--- config.mk ---
export PLATFORM = sky130hd
export DESIGN_NAME = mult_share_arb
export DESIGN_NICKNAME = d
export VERILOG_FILES = /design/src/rtl/mult_share_arb.sv
export SDC_FILE = /design/constraint.sdc
export NUM_CORES = 1
export LEC_CHECK = 0
export ABC_AREA = 0
export BUFFER_PORTS_ARGS = -buffer_cell sky130_fd_sc_hd__buf_2
export CAP_MARGIN = 25
export CORE_MARGIN = 4
export CORE_UTILIZATION = 25
export CTS_CLUSTER_DIAMETER = 150
export CTS_CLUSTER_SIZE = 40
export DETAILED_ROUTE_END_ITERATION = 6
export GPL_ROUTABILITY_DRIVEN = 0
export SLEW_MARGIN = 20
export SYNTH_ARGS = -nofsm -noshare
export SYNTH_HDL_FRONTEND = slang
export SYNTH_SLANG_ARGS = --single-unit
--- constraint.sdc ---
create_clock -name clk -period 1.71 [get_ports clk]
set_clock_uncertainty 0.1 [all_clocks]
set_input_delay 0.171 -clock clk [delete_from_list [all_inputs] [get_ports clk]]
set_output_delay 0.171 -clock clk [all_outputs]
set_load 0.005 [all_outputs]
--- src/rtl/mult_share_arb.sv ---
// Purpose  : round-robin scheduler sharing one W x W multiplier among NREQ requesters.
// Latency  : accept -> rsp_valid in 2 cycles (3 with MULT_SHARE_PIPE_EN for a registered multiplier).
// Backpres.: rsp_ready=0 holds the response and all outputs; no new grant until it is consumed.
// Macro    : MULT_SHARE_PIPE_EN adds the WAIT state (mul_c sampled two edges after accept).
// Ports    : clk, rst (async, active-high)
//            req_valid/req_ready[NREQ]  per-requester handshake, req_ready is a one-hot grant
//            req_a/req_b[NREQ*W]        operands, requester i at [i*W +: W]
//            mul_a/mul_b[W] -> multiplier, mul_c[2W] <- multiplier product
//            rsp_valid/rsp_ready, rsp_id[IDW], rsp_prod[2W]  tagged response
module mult_share_arb #(
    parameter int NREQ = 4,
    parameter int W    = 4,
    parameter int IDW  = (NREQ > 1) ? $clog2(NREQ) : 1
) (
    input  logic              clk,
    input  logic              rst,
    input  logic [NREQ-1:0]   req_valid,
    output logic [NREQ-1:0]   req_ready,
    input  logic [NREQ*W-1:0] req_a,
    input  logic [NREQ*W-1:0] req_b,
    output logic [W-1:0]      mul_a,
    output logic [W-1:0]      mul_b,
    input  logic [2*W-1:0]    mul_c,
    output logic              rsp_valid,
    input  logic              rsp_ready,
    output logic [IDW-1:0]    rsp_id,
    output logic [2*W-1:0]    rsp_prod
);

    typedef enum logic [1:0] {
        IDLE = 2'd0,
        CAPT = 2'd1,
`ifdef MULT_SHARE_PIPE_EN
        WAIT = 2'd3,
`endif
        RESP = 2'd2
    } state_t;

    state_t         state;
    state_t         state_nxt;
    logic [IDW-1:0] ptr;
    logic [IDW-1:0] tag;
    logic [IDW-1:0] win;
    logic           found;
    logic           grant;

    // Winner: first valid requester scanning ptr, ptr+1, ... modulo NREQ.
    always_comb begin : pick_winner
        int idx;
        idx   = 0;
        found = 1'b0;
        win   = '0;
        for (int k = 0; k < NREQ; k++) begin
            idx = int'(ptr) + k;
            if (idx >= NREQ) begin
                idx = idx - NREQ;
            end
            if (!found && req_valid[idx]) begin
                found = 1'b1;
                win   = IDW'(idx);
            end
        end
    end

    // No grant is offered while reset is held, so no handshake can be
    // claimed by a requester on an edge the block ignores.
    assign grant = (state == IDLE) && found && !rst;

    always_comb begin
        req_ready = '0;
        if (grant) begin
            req_ready[win] = 1'b1;
        end
    end

    always_ff @(posedge clk or posedge rst) begin
        if (rst) begin
            state <= IDLE;
        end else begin
            state <= state_nxt;
        end
    end

    always_comb begin
        state_nxt = state;
        case (state)
            IDLE: begin
                if (grant) begin
`ifdef MULT_SHARE_PIPE_EN
                    state_nxt = WAIT;
`else
                    state_nxt = CAPT;
`endif
                end
            end
`ifdef MULT_SHARE_PIPE_EN
            // Registered multiplier: its output reflects mul_a/mul_b one edge later.
            WAIT:    state_nxt = CAPT;
`endif
            CAPT:    state_nxt = RESP;
            RESP: begin
                if (rsp_ready) begin
                    state_nxt = IDLE;
                end
            end
            default: state_nxt = IDLE;
        endcase
    end

    // Datapath. mul_a/mul_b and the response fields keep their last values
    // after the handshake; only a new grant or capture overwrites them.
    always_ff @(posedge clk or posedge rst) begin
        if (rst) begin
            ptr       <= '0;
            tag       <= '0;
            mul_a     <= '0;
            mul_b     <= '0;
            rsp_valid <= 1'b0;
            rsp_id    <= '0;
            rsp_prod  <= '0;
        end else begin
            if (grant) begin
                mul_a <= req_a[int'(win)*W +: W];
                mul_b <= req_b[int'(win)*W +: W];
                tag   <= win;
                if (int'(win) == NREQ - 1) begin
                    ptr <= '0;
                end else begin
                    ptr <= win + 1'b1;
                end
            end
            if (state == CAPT) begin
                rsp_prod  <= mul_c;
                rsp_id    <= tag;
                rsp_valid <= 1'b1;
            end
            if ((state == RESP) && rsp_ready) begin
                rsp_valid <= 1'b0;
            end
        end
    end

endmodule

==> metrics.md <==
| Metric | Value |
|---|---|
| Reg-to-Reg Start | ptr[1] |
| Sequential area share after synthesis | 44.1% |
| CTS buffer count | 3 |
| Worst relative slew slack | 64.2% |
| Initial DRC Count | 24 |
| Drt total wl | 3.93 mm |
| Minimum clock period | 2.02 ns |
| Horiz. Die Dim | 83.3 um |
| Largest net degree at the start of global routing | 18 |
| Share of cells above drive strength 1 | 62.4% |
| Maximum vdd drop | 0.509 mV |
| Drt drc | 0 |
| Syn_area_per_cell | 11.2 um^2 |
| Worst R2R End | mul_b[1] |
| Post-DR vias/cell | 4.43 |
| Failing checks | setup timing |
| GRT busiest layer | met2 |
| Max-cap viol count | 0 |
| R2r setup slk | -0.30 ns |
| Final setup fails | 12 |
| Clock group share of total power | 11.5% |
| Reg2reg path depth | 6 |
| Antenna Nets Post-Route | 0 |
| CTS tree | yes |
| EDFF count, synth | 0 |
| Hold Crit Class | in2reg |
| Vias in the first global route | 1408 |
| GRT Resource Usage Total | 11.4% |
| Status | finished, violations left |
| First-pass GRT wire length | 6.56 mm |
| Die H | 83.3 um |
| Worst skew pair latency | 0.26 ns |
| Seq pwr share | 33.8% |
| Number of fillers in the final layout | 572 |
| Via count | 1298 |
| Crit path kind | reg2out |
| DIE AREA | 6940 um^2 |
| Dpl hpwl | 3.05 mm |
| Hold Path Sink | rsp_prod[6] |
| Clock Path Buffers | 2 |
| Starting density of the core | 25.7% |
| Post-synth cell types | 34 |
| M3 GR Usage | 3.27% |
| Number of detailed-route iterations in the first pass | 3 |
| Final Slew Violations | 0 |
| Number of I/O pins | 70 |
| NetSw | 1.07 mW |
| Buffers on Ports | 69 |
| Met1 Usage GRT | 12.8% |
| Worst Setup End Kind | primary output |
| Max Freq | 495 MHz |
| Final hold violations | 0 |
| Core region area | 5510 um^2 |
| Combinational share of power | 54.7% |
| Cell leakage power | 1.08 nW |
| Clock sink count | 25 |
| Internal power | 2.02 mW |
| RSZ-0062 raised after global routing | yes |
| Met2 Track Usage GR | 20.8% |
| Arr. time, crit path | 1.75 ns |
| Root Buffer Master | clkbuf_8 |
| Pwr per Cell Area | 1430 nW/um^2 |
| Fin util | 39.2% |
| Critical path required time | 1.44 ns |
| Hold Path Stages | 2 |
| Synthesis-to-finish area growth | 52.4% |
| Async S/R FF share, synth | 100% |
| Syn Std Cell Area | 1420 um^2 |
| #FFs+latches synth | 25 |
| Initial antenna violation count | 0 |
| Syn Inst Count | 127 |
| # rows | 27 |
| Grt ovf | 0 |
| Worst setup SP type | register |
| Sum Neg Setup Slack | -3.25 ns |
| Final setup margin | -0.311 ns |
| Switching Share | 34.6% |
| # diodes | 0 |
| H-tree Lvls | 1 |
| Crit-path max FO | 5 |
| Hold path start | mul_c[6] |
| Period utilization | 118% |
| Clock slew at reported path FFs | 0.09 ns |
| Slew of the pin with the lowest slew margin | 0.538 ns |
| Syn nets | 178 |
| Routed len/inst | 13.4 um |
| Synth warn | 0 |
| Most used DFF post-synth | dfrtp_1 |
| Nets | 273 |
## power groups by stage
stage | combinational [mW] | sequential, mW | clock, mW
after floorplan | 0.860 | 1.06 | 0
after global placement | 1.53 | 1.03 | 0
after detailed placement | 1.57 | 1.04 | 0
after CTS | 1.70 | 1.04 | 0.380
after global routing | 1.86 | 1.08 | 0.394
final | 1.69 | 1.04 | 0.356
## logic make-up after synthesis
family	synth area share, %
DFF	44.1
AOI/OAI and AO/OA	19.4
muxes	16.5
buffers and inverters	3.71
and+or+nand+nor	12.7
adders and majority gates	3.53
## routing by layer
layer / share of wire, % / wire length [um] / vias up
li1: - / - / 651
met1: 42 / 1640 / 594
met2: 49 / 1930 / 49
met3: 7.8 / 305 / 4
met4: 1.5 / 57 / 0
met5: 0 / 0 / -
## flip-flops by register name, summed over array words and instances, names as in the netlist
name / flops
rsp_prod: 8
mul_a: 4
mul_b: 4
ptr: 2
rsp_id: 2
state: 2
tag: 2
rsp_valid: 1
## cells in the mapped netlist (2+ instances only)
cell type	number	area share, %
nand2_1	5	1.3
or2_2	2	0.88
mux2_4	6	6.4
nor2_1	2	0.53
nor3_1	2	0.71
nand3_1	7	2.5
nand2b_1	3	1.3
a221o_1	7	4.9
o21ai_0	7	2.5
nor2b_1	2	0.88
and2_1	4	1.8
mux2i_1	2	1.4
a211oi_1	2	1.1
a21oi_1	13	4.6
dfrtp_1	25	44
ha_1	4	3.5
mux2_2	10	7.9
inv_1	6	1.6
a21o_1	3	1.6
## timing repair
| action | in CTS | in global routing |
|---|---|---|
| gates resized for setup | 25 | 0 |
| hold buffers | 1 | 0 |
| buffers inserted | 2 | 0 |
| pin swaps | 10 | 3 |
| hold endpoints to repair | 8 | 0 |
| endpoints found under the setup margin | 13 | 14 |
## worst max path at each step
stage	startpoint	end	slack (ns)	cells after the start
after floorplan	ptr[1]	mul_a[1]	-0.13	6
after global placement	ptr[1]	mul_b[3]	-0.12	6
after detailed placement	ptr[1]	mul_b[3]	-0.16	6
after CTS	ptr[1]	req_ready[3]	-0.27	7
final	ptr[1]	req_ready[2]	-0.31	6
after global routing	ptr[1]	req_ready[1]	-0.35	7
## layout by cell type, fill, tap and decap left out, types with 2 or more instances in the layout
| cell type | Yosys | final |
|---|---|---|
| a21o_1 | 3 | 3 |
| inv_2 | 1 | 2 |
| a21oi_1 | 13 | 13 |
| and2_4 | 0 | 3 |
| mux2_2 | 10 | 10 |
| dfrtp_1 | 25 | 24 |
| inv_1 | 6 | 4 |
| buf_4 | 1 | 20 |
| nand2b_1 | 3 | 2 |
| buf_2 | 0 | 66 |
| o21ai_0 | 7 | 7 |
| clkbuf_8 | 0 | 3 |
| mux2_4 | 6 | 6 |
| nand3_1 | 7 | 7 |
| a221o_1 | 7 | 7 |
| nor2_1 | 2 | 2 |
| buf_6 | 1 | 7 |
| nand2_1 | 5 | 4 |
| nor2b_1 | 2 | 2 |
| ha_2 | 0 | 4 |
## critical path: stages, from the launching register on
cell	delay [ns]
dfrtp_2	0.43
mux2i_2	0.33
o22a_4	0.22
nand2_8	0.07
ha_2	0.18
and2_4	0.15
buf_6	0.10
## through the flow
stage | hold slack (ns) | worst slack (ns) | std cells | instance area (um^2) | total power, mW
floorplan | 0.0983 | -0.129 | 127 | 1430 | 1.92
global placement | 0.0591 | -0.123 | 286 | 2000 | 2.56
detailed placement | 0.0665 | -0.163 | 286 | 2000 | 2.61
CTS | 0.0192 | -0.266 | 293 | 2160 | 3.13
global route | 0.0319 | -0.349 | 293 | 2160 | 3.34
finish | 0.0269 | -0.311 | 293 | 2160 | 3.09
## cell type report
| class | count | area, um^2 | share of cell area, % |
|---|---|---|---|
| Tap cell | 72 | 90.1 | 4.17 |
| Clock inverter | 1 | 7.51 | 0.347 |
| Multi-Input combinational cell | 91 | 797 | 36.9 |
| Inverter | 7 | 28.8 | 1.33 |
| Timing Repair Buffer | 94 | 569 | 26.3 |
| Clock buffer | 3 | 41.3 | 1.91 |
| Sequential cell | 25 | 627 | 29.0 |
No activity file was read; power rests on OpenSTA's default activity.
